$ cat src/rtl/posit_types_pkg.sv
// Package: posit_types
// Shared types and constants for the posit32 datapath.
//   posit32_t          - a packed 32-bit posit word
//   sign_t             - sign of a decoded value (1 = negative)
//   posit_enc_fields_t - decoded fields handed to the encoder
// Constants cover the NaR pattern and the largest and smallest
// nonzero magnitudes (sign bit excluded).
package posit_types;

    typedef logic [31:0] posit32_t;

    typedef enum logic {
        SIGN_POS = 1'b0,
        SIGN_NEG = 1'b1
    } sign_t;

    localparam posit32_t    POSIT32_NAR        = 32'h80000000;
    localparam logic [30:0] POSIT32_MAXPOS_MAG = 31'h7FFFFFFF;
    localparam logic [30:0] POSIT32_MINPOS_MAG = 31'h1;

    typedef struct packed {
        sign_t              sign;
        logic signed [31:0] regime;
        logic [31:0]        exp;
        logic [31:0]        frac;
        logic               zero;
        logic               nar;
    } posit_enc_fields_t;

endpackage

$ cat src/rtl/posit_regime_pack.sv
// Module: posit_regime_pack
// Combinational regime builder. Turns the signed regime value k into
// its run of identical bits plus the terminating opposite bit, packed
// MSB-first in run_bits.
//   k        in   32  signed regime value
//   run_bits out  32  regime run + terminator, left-aligned, zero padded
//   run_len  out  6   number of valid bits in run_bits
//   sat_max  out  1   k is too large to encode (k >= 30)
//   sat_min  out  1   k is too small to encode (k <= -31)
// When a saturation flag is set, run_bits/run_len still hold a legal
// (clamped) run, but the caller is expected to override the result.
module posit_regime_pack (
    input  logic signed [31:0] k,
    output logic [31:0]        run_bits,
    output logic [5:0]         run_len,
    output logic               sat_max,
    output logic               sat_min
);

    logic [5:0] run_count;
    logic [5:0] neg_k_low;

    assign sat_max = (k >= 32'sd30);
    assign sat_min = (k <= -32'sd31);

    // Only the low 6 bits of -k are needed, since k is clamped to -30..-1
    // whenever this value is used.
    assign neg_k_low = 6'd0 - k[5:0];

    // k >= 0 gives k+1 ones then a zero; k < 0 gives -k zeros then a one.
    always_comb begin
        run_count = 6'd0;
        run_bits  = 32'h0;
        run_len   = 6'd0;
        if (!k[31]) begin
            run_count = sat_max ? 6'd29 : k[5:0];
            run_bits  = ~(32'hFFFFFFFF >> (run_count + 6'd1));
            run_len   = run_count + 6'd2;
        end else begin
            run_count = sat_min ? 6'd30 : neg_k_low;
            run_bits  = 32'h80000000 >> run_count;
            run_len   = run_count + 6'd1;
        end
    end

endmodule

$ cat src/rtl/posit32_encode.sv
// Module: posit32_encode
// Two-stage pipelined posit<32,es> encoder with valid/ready on both sides.
// Stage 1 assembles the unrounded magnitude string (regime, exponent,
// fraction) and applies saturation; stage 2 trims it to 31 bits,
// applies the sign and the special encodings, and registers the word.
//   clk, rst             clock, synchronous active-high reset
//   in_valid / in_ready  input handshake
//   in_sign              1 = negative
//   in_regime            signed regime k
//   in_exp               exponent, only bits [es-1:0] used
//   in_frac              fraction, MSB-aligned, hidden bit excluded
//   in_zero / in_nar     force zero / NaR (NaR wins)
//   out_valid / out_ready output handshake
//   out_p                encoded posit word
// Optional feature: define POSIT_ENC_ROUND_EN for round-to-nearest-even
// on the magnitude; otherwise the magnitude is truncated.
module posit32_encode
    import posit_types::*;
#(
    parameter int es = 2
) (
    input  logic               clk,
    input  logic               rst,
    input  logic               in_valid,
    output logic               in_ready,
    input  logic               in_sign,
    input  logic signed [31:0] in_regime,
    input  logic [31:0]        in_exp,
    input  logic [31:0]        in_frac,
    input  logic               in_zero,
    input  logic               in_nar,
    output logic               out_valid,
    input  logic               out_ready,
    output posit32_t           out_p
);

    localparam int WIDE = 64 + es;

    posit_enc_fields_t fields;
    logic [es+31:0]    body;
    logic [31:0]       run_bits;
    logic [5:0]        run_len;
    logic              sat_max;
    logic              sat_min;
    logic [WIDE-1:0]   wide_str;
    logic [63:0]       folded_str;
    logic [63:0]       s1_str_next;
    logic              unused_exp_bits;

    logic              s1_valid;
    sign_t             s1_sign;
    logic              s1_zero;
    logic              s1_nar;
    logic [63:0]       s1_str;

    logic              s1_load;
    logic              s2_load;
    logic [30:0]       mag_trunc;
    logic [30:0]       mag_rounded;
    logic [30:0]       mag;
    posit32_t          s2_word;

    assign fields = '{sign: sign_t'(in_sign), regime: in_regime, exp: in_exp,
                      frac: in_frac, zero: in_zero, nar: in_nar};

    assign unused_exp_bits = ^fields.exp[31:es];

    posit_regime_pack u_regime (
        .k        (fields.regime),
        .run_bits (run_bits),
        .run_len  (run_len),
        .sat_max  (sat_max),
        .sat_min  (sat_min)
    );

    generate
        if (es > 0) begin : g_with_exp
            assign body = {fields.exp[es-1:0], fields.frac};
        end else begin : g_no_exp
            assign body = fields.frac;
        end
    endgenerate

    // The 32 trailing zeros give the body room to slide right by the
    // whole regime length without losing any bit.
    assign wide_str = {run_bits, {(32 + es){1'b0}}} | ({body, 32'h0} >> run_len);

    // Bits below the 64-bit window are folded into bit 0 so they still
    // count toward sticky when rounding.
    generate
        if (es > 0) begin : g_fold
            assign folded_str = {wide_str[WIDE-1 -: 63], wide_str[es] | (|wide_str[es-1:0])};
        end else begin : g_nofold
            assign folded_str = wide_str;
        end
    endgenerate

    assign s1_str_next = sat_max ? {POSIT32_MAXPOS_MAG, 33'h0} :
                         sat_min ? {POSIT32_MINPOS_MAG, 33'h0} : folded_str;

    // A stage loads when it is empty or its current word leaves this cycle.
    assign s2_load  = s1_valid && (!out_valid || out_ready);
    assign in_ready = !s1_valid || s2_load;
    assign s1_load  = in_valid && in_ready;

    assign mag_trunc = s1_str[63:33];

`ifdef POSIT_ENC_ROUND_EN
    logic        guard_bit;
    logic        sticky_bit;
    logic [31:0] rounded_sum;

    assign guard_bit   = s1_str[32];
    assign sticky_bit  = |s1_str[31:0];
    assign rounded_sum = {1'b0, mag_trunc} + {31'h0, guard_bit & (sticky_bit | mag_trunc[0])};
    // A carry out of the 31-bit field would land on the sign bit, so clamp.
    assign mag_rounded = rounded_sum[31] ? POSIT32_MAXPOS_MAG : rounded_sum[30:0];
`else
    logic unused_round_bits;

    assign unused_round_bits = ^s1_str[32:0];
    assign mag_rounded       = mag_trunc;
`endif

    assign mag = (mag_rounded == 31'h0) ? POSIT32_MINPOS_MAG : mag_rounded;

    // Specials win over the sign; negative values are the two's complement
    // of the whole word.
    always_comb begin
        s2_word = {1'b0, mag};
        if (s1_nar) begin
            s2_word = POSIT32_NAR;
        end else if (s1_zero) begin
            s2_word = 32'h0;
        end else if (s1_sign == SIGN_NEG) begin
            s2_word = 32'h0 - {1'b0, mag};
        end
    end

    // Both pipeline stages; reset drops anything in flight.
    always_ff @(posedge clk) begin
        if (rst) begin
            s1_valid  <= 1'b0;
            out_valid <= 1'b0;
            out_p     <= 32'h0;
        end else begin
            if (s1_load) begin
                s1_valid <= 1'b1;
                s1_sign  <= fields.sign;
                s1_zero  <= fields.zero;
                s1_nar   <= fields.nar;
                s1_str   <= s1_str_next;
            end else if (s2_load) begin
                s1_valid <= 1'b0;
            end
            if (s2_load) begin
                out_valid <= 1'b1;
                out_p     <= s2_word;
            end else if (out_ready) begin
                out_valid <= 1'b0;
            end
        end
    end

endmodule

$ cat config.mk
export PLATFORM = sky130hd
export DESIGN_NAME = posit32_encode
export DESIGN_NICKNAME = d
export VERILOG_FILES = /design/src/rtl/posit_types_pkg.sv /design/src/rtl/posit_regime_pack.sv /design/src/rtl/posit32_encode.sv
export SDC_FILE = /design/constraint.sdc
export NUM_CORES = 1
export LEC_CHECK = 0
export ABC_CLOCK_PERIOD_IN_PS = 5950
export BUFFER_PORTS_ARGS = -buffer_cell sky130_fd_sc_hd__buf_2
export CAP_MARGIN = 15
export CORE_MARGIN = 5
export CORE_UTILIZATION = 49
export DETAILED_ROUTE_END_ITERATION = 8
export PLACE_DENSITY = 0.72
export SKIP_LAST_GASP = 1
export SLEW_MARGIN = 20
export SYNTH_ARGS = -nofsm -noshare
export SYNTH_HDL_FRONTEND = slang
export SYNTH_SLANG_ARGS = --single-unit
$ cat constraint.sdc
create_clock -name clk -period 5.95 [get_ports clk]
set_input_delay 0.595 -clock clk [delete_from_list [all_inputs] [get_ports clk]]
set_output_delay 0.595 -clock clk [all_outputs]
set_load 0.02 [all_outputs]
==> results of run 1 <==
==> placed cells by master (no fill, tap or decap), types with 5 or more instances in the layout <==
cell       count
buf_2        103
nand2_1       87
nor2_1        79
o21ai_0       63
mux2i_1       60
dfxtp_1       34
edfxtp_1      34
xnor2_1       30
a21oi_1       24
buf_4         21
nand3_1       18
nand4_1       17
a22o_1        17
a22oi_1       17
nor3_1        14
o31ai_1       12
ha_1          12
inv_1         11
a31oi_1       11
mux2_2        10
clkbuf_16      9
nand2b_1       8
nor4_1         7
o211ai_1       7
and3_1         6
or4_1          6
nor2b_1        6
xor2_1         6
a21o_1         5
nand3b_1       5
o221ai_1       5
==> registers in the layout, indices dropped and copies added (netlist names) <==
name / count
s1_str: 31
out_valid: 1
s1_nar: 1
out_p: 32
s1_valid: 1
s1_zero: 1
s1_sign: 1
==> power by group <==
part	total [W]	internal, W	leakage, nW	switching [W]
Sequential	0.000531	0.000515	0.593	0.0000161
Combinational	0.000399	0.000147	1.87	0.000252
Clock	0.000491	0.000321	0.131	0.000170
==> per-layer routing <==
layer	GRT usage, %	part of all wire [%]	wire length (um)	vias to the layer above
li1	-	-	-	2930
met1	32.2	42	8040	2866
met2	41.7	46	8750	272
met3	3.32	5.4	1010	65
met4	15.4	6.0	1130	0
met5	0	0	0	-
==> worst register-to-register path, stage by stage (launching register included) <==
cell and delay [ns]:
edfxtp_1 0.45, or4_1 0.63, nor4_1 0.52, nand4b_1 0.26
o21bai_1 0.32, inv_1 0.10, ha_1 0.24, nand4_1 0.13
o21ai_0 0.17, nand2_1 0.20, a21o_1 0.23, a21oi_1 0.08
xnor2_1 0.20, a22o_1 0.24
==> cells by family after synthesis <==
logic type | share of synthesized area [%]
simple gates | 21.7
compound gates | 24.7
mux | 12.5
flops | 28.5
buf+inv | 4.86
xor+xnor | 5.28
fa+ha+maj | 2.51
==> area by class of cell <==
type	instances	share of cell area [%]
Multi-Input combinational cell	605	58.0
Sequential cell	68	24.7
Timing Repair Buffer	124	9.78
Clock buffer	11	3.38
Tap cell	147	2.67
Clock inverter	5	0.764
Inverter	12	0.655
==> final timing paths <==
path,start,end,slack (ns),depth (start not counted)
setup / recovery,in_regime[0],s1_str[33]$_SDFFCE_PP1P_,1.14,16
hold / removal,in_zero,s1_zero$_DFFE_PP_,0.45,1
setup reg to reg,s1_str[55]$_SDFFCE_PP1P_,out_p[30]$_SDFFE_PP0P_,2.07,13
hold reg to reg,out_p[25]$_SDFFE_PP0P_,out_p[25]$_SDFFE_PP0P_,0.47,1
==> through the flow <==
| stage | area, um2 | worst slack, ns | total power [W] | utilization [%] | cells |
|---|---|---|---|---|---|
| finish | 6880 | 1.14 | 0.00142 | 57.5 | 972 |
| global route | 6880 | 0.926 | 0.00149 | 57.5 | 972 |
| CTS | 6880 | 1.24 | 0.00142 | 57.5 | 972 |
| detailed placement | 6600 | 0.892 | 0.000930 | 55.1 | 956 |
| global placement | 6600 | 1.03 | 0.000923 | 55.1 | 956 |
| floorplan | 5970 | 1.24 | 0.000806 | - | 730 |
==> flow_summary.ini, run 1 <==
[timing]
slew_headroom_pct = 33.5
slew_violations = 0
rsz0062_at_grt = false
fin_skew_ns = 0.00457
whs_ns = 0.450
post-route-period-util_pct = 80.8
hold_viol_final = 0
finalSetupViolCount = 0
finalSetupTns_ns = 0
layout_min_cycle_time_ns = 4.81
fmax_ghz = 0.208
worst-slew-pin-transition_ns = 0.996

[synth]
synth_edf_count = 34
synthArstFlopShare_pct = 0
synth_top_area_share_pct = 17.1
yosysUniqueCellTypes = 75
yosys.area.top_type = edfxtp_1
synth.top_cells.by_area = edfxtp_1 (17%), dfxtp_1 (11%), mux2i_1 (10%)
synth_most_common_cell = nand2_1
yosysSeqAreaShare_pct = 28.5
synthTopCellsByCount = nand2_1 (87), nor2_1 (79), o21ai_0 (63)
synth_ff_type = edfxtp_1
ys_warn_count = 0
synth_seq_cells = 68
syn_area_um2 = 5970
syn_nets = 845
postSynthCellCount = 730
syn_area_per_cell_um2 = 8.18

[power_and_ir_drop]
ir_drop_mv = 0.122
p_leak_nw = 2.60
power.density_nw_per_um2 = 206

[clocking]
cts_buffer_depth = 2
holdBufCountCts = 0
clock-root-buffer = clkbuf_16
cts_resized = 0
path_clk_slew_ns = 0.05
cts_tree = done
cts_setup_buffers = 0
htreeDepth = 3
cts_buffers = 9
clk_latency_ns = 0.32
clkSinkCount = 68

[final_layout]
area_growth_syn_to_layout_pct = 15.2
multi_input_area_um2 = 3990
seq_area_um2 = 1700
antenna_cells = 0
drive_gt1_share_pct = 20.1
final_nets = 935
fillers = 1074

[placement]
port_buffers = 103
dp_hpwl_um = 15200
gp_congestion = 0.973

[global_route]
grt_pass1_vias = 5796
antenna_found_initial = 0
grt_pass1_wl_um = 29700
grtUsageTotal_pct = 25.6
gr-total-overflow = 0
grt_max_degree = 51

[worst_setup_path]
setup.worst_path.start_class = input port
critical_path_arrival_ns = 4.81
worstSetupEndpointType = flip-flop
crit_required_ns = 5.95
crit_family = compound AO/OA/AOI/OAI gates
critical_path_class = input port to flip-flop
slowest_delay_ns = 0.52
critical_path.cell_chain = buf_2 -> inv_1 -> ha_1 -> a211oi_1 -> nand3_1 -> a2bb2oi_1 -> nand2_1 -> ha_1 -> a32o_2 -> buf_4 -> mux2i_1 -> mux2i_1 -> a21oi_1 -> a22oi_2 -> mux2i_1 -> o2111ai_1
crit_path_max_fanout = 21
critical_path_buf_inv_count = 3
crit_slowest_cell = a32o_2
crit_path_frequent_cell = mux2i_1

[route]
avgViaCountPerCell = 6.31
firstDrtPassIters = 8
drtIter0Drc = 538
drc = 0
ant_nets = 0
via_count = 6133
wirelength_um = 18900
wl_per_cell_um = 19.5

[floorplanning]
rows = 40
die-area_um2 = 14500
die_w_um = 120
die_y_um = 120
core-area_um2 = 12000
io-pin-count = 137
start_util_pct = 49.9

[flow_run]
cap_violations = 0

[outcome]
outcome = completed

[hold_path]
hold_class = input port to flip-flop
No activity file was read; power rests on OpenSTA's default activity.
==> run 2, diff against run 1 <==
- ABC_CLOCK_PERIOD_IN_PS: 5950 -> 4200
- PLACE_DENSITY: 0.72 -> 0.74
- clock period: 5.95 -> 4.2 ns (I/O delays scaled with it)
==> run 2 against run 1 <==
Compared with the run above:
- die area is the same
- global-route usage grew 0.89 points
- clock-buffer cell count shrank 2
- largest cell class unchanged
- largest power group unchanged
==> flow_summary.ini, run 2 (synthesis gave the netlist of run 1 again) <==
[placement]
place_inst = 997
gp_congestion = 1.02
dp_slack_ns = 0.0546
port_buffers = 103
dp_hpwl_um = 16000

[global_route]
grtUsageTotal_pct = 26.4
grt_max_degree = 51
grt_pass1_wl_um = 30400
gr-total-overflow = 0
grt_pass1_vias = 5777
antenna_found_initial = 0

[timing]
finalSetupViolCount = 0
rsz0062_at_grt = false
slew_headroom_pct = 33.7
worst-slew-pin-transition_ns = 0.993
fmax_ghz = 0.260
setup_slack_ns = 0.357
fin_skew_ns = 0.00693
hold_viol_final = 0
finalSetupTns_ns = 0
slew_violations = 0
post-route-period-util_pct = 91.5
layout_min_cycle_time_ns = 3.84

[final_layout]
drive_gt1_share_pct = 24.4
reg.largest.list = out_p x32, s1_str x31
final_nets = 976
registers.top_by_ff_count = out_p
largest_reg_flops = 32
mostFrequentLayoutCell = buf_2
finish.utilization_pct = 60.5
fillers = 1060
fin_cells = 1013
final_cell_mix = buf_2 (103), nand2_1 (87), nor2_1 (78), o21ai_0 (63), mux2i_1 (60)
area_growth_syn_to_layout_pct = 21.2
multi_input_area_um2 = 4000
seq_area_um2 = 1700
antenna_cells = 0

[worst_setup_path]
worstSetupEndpointType = flip-flop
critical_path_class = input port to flip-flop
critical_path_arrival_ns = 3.86
crit_required_ns = 4.22
crit_path_max_fanout = 10
setup.worst_path.start_class = input port

[clocking]
htreeDepth = 3
clk_latency_ns = 0.33
holdBufCountCts = 0
cts_buffer_depth = 2
clkSinkCount = 68
path_clk_slew_ns = 0.05
cts_buffers = 9
cts_tree = done
cts_resized = 0
clock-root-buffer = clkbuf_16
cts_setup_buffers = 0

[route]
avgViaCountPerCell = 6.12
firstDrtPassIters = 5
wirelength_um = 19600
ant_nets = 0
drc = 0
via_count = 6203
wl_per_cell_um = 19.3
drtIter0Drc = 527

[power_and_ir_drop]
p_leak_nw = 2.81
power.density_nw_per_um2 = 289
power_frac_seq_pct = 35.9
switching_power_w = 0.000656
clkPwrFrac_pct = 34.2
p_comb_share_pct = 29.8
p_sw_share_pct = 31.4
p_int_w = 0.00144
ir_drop_mv = 0.198

[flow_run]
cap_violations = 0

[floorplanning]
io-pin-count = 137
die_y_um = 120
rows = 40
die_w_um = 120
die-area_um2 = 14500
core-area_um2 = 12000
start_util_pct = 49.9

[hold_path]
hold_class = input port to flip-flop

[outcome]
outcome = completed
run 2: through the flow:
| step | cell area [um2] | power (W) | hold slack (ns) |
|---|---|---|---|
| finish | 7240 | 0.00209 | 0.267 |
| global route | 7240 | 0.00219 | 0.262 |
| CTS | 7240 | 0.00210 | 0.254 |
| detailed placement | 6950 | 0.00138 | 0.463 |
| global placement | 6950 | 0.00137 | 0.458 |
| floorplan | 5990 | 0.00114 | 0.487 |
run 2: worst paths after layout:
| kind | cells after the start | endpoint | from | slack [ns] |
|---|---|---|---|---|
| setup / recovery | 16 | s1_str[33]$_SDFFCE_PP1P_ | in_regime[1] | 0.36 |
| hold / removal | 1 | s1_nar$_DFFE_PP_ | in_nar | 0.27 |
| setup reg to reg | 13 | out_p[30]$_SDFFE_PP0P_ | s1_str[55]$_SDFFCE_PP1P_ | 0.38 |
| hold reg to reg | 1 | out_p[30]$_SDFFE_PP0P_ | out_p[30]$_SDFFE_PP0P_ | 0.47 |
run 2: cell type report:
type | count | share of cell area [%]
clock buffers | 9 | 3.11
flip-flops and latches | 68 | 23.5
repair buffers | 165 | 14.1
inverters | 12 | 0.622
multi-input cells | 605 | 55.2
clock inverters | 7 | 0.933
well taps | 147 | 2.54
run 2: layer usage:
layer  GRT usage [%]  share of wire (%)  vias to the layer above
met2            44.0                 47                      282
met1            33.0                 42                     2856
met5               0                  0                        -
met4            14.9                5.6                        0
met3            3.41                5.9                       53
li1                -                  -                     3012
run 2: worst max-delay path, cell delays in order:
cell and delay (ns):
buf_2 0.18, inv_1 0.08, ha_1 0.20, a211oi_1 0.22, nand3_1 0.13, a2bb2oi_1 0.29, nand2_1 0.15, ha_1 0.30
a32o_2 0.28, buf_4 0.24, mux2i_1 0.22, mux2i_1 0.13, o22ai_1 0.37, a22oi_2 0.15, mux2i_1 0.28, o2111ai_1 0.21
run 2: power by group through the flow:
stage | registers [W] | clock network, W | logic [W]
after floorplan | 0.000765 | 0 | 0.000378
after global placement | 0.000762 | 0 | 0.000607
after detailed placement | 0.000764 | 0 | 0.000613
after CTS | 0.000751 | 0.000733 | 0.000615
after global routing | 0.000754 | 0.000764 | 0.000672
final | 0.000751 | 0.000715 | 0.000624
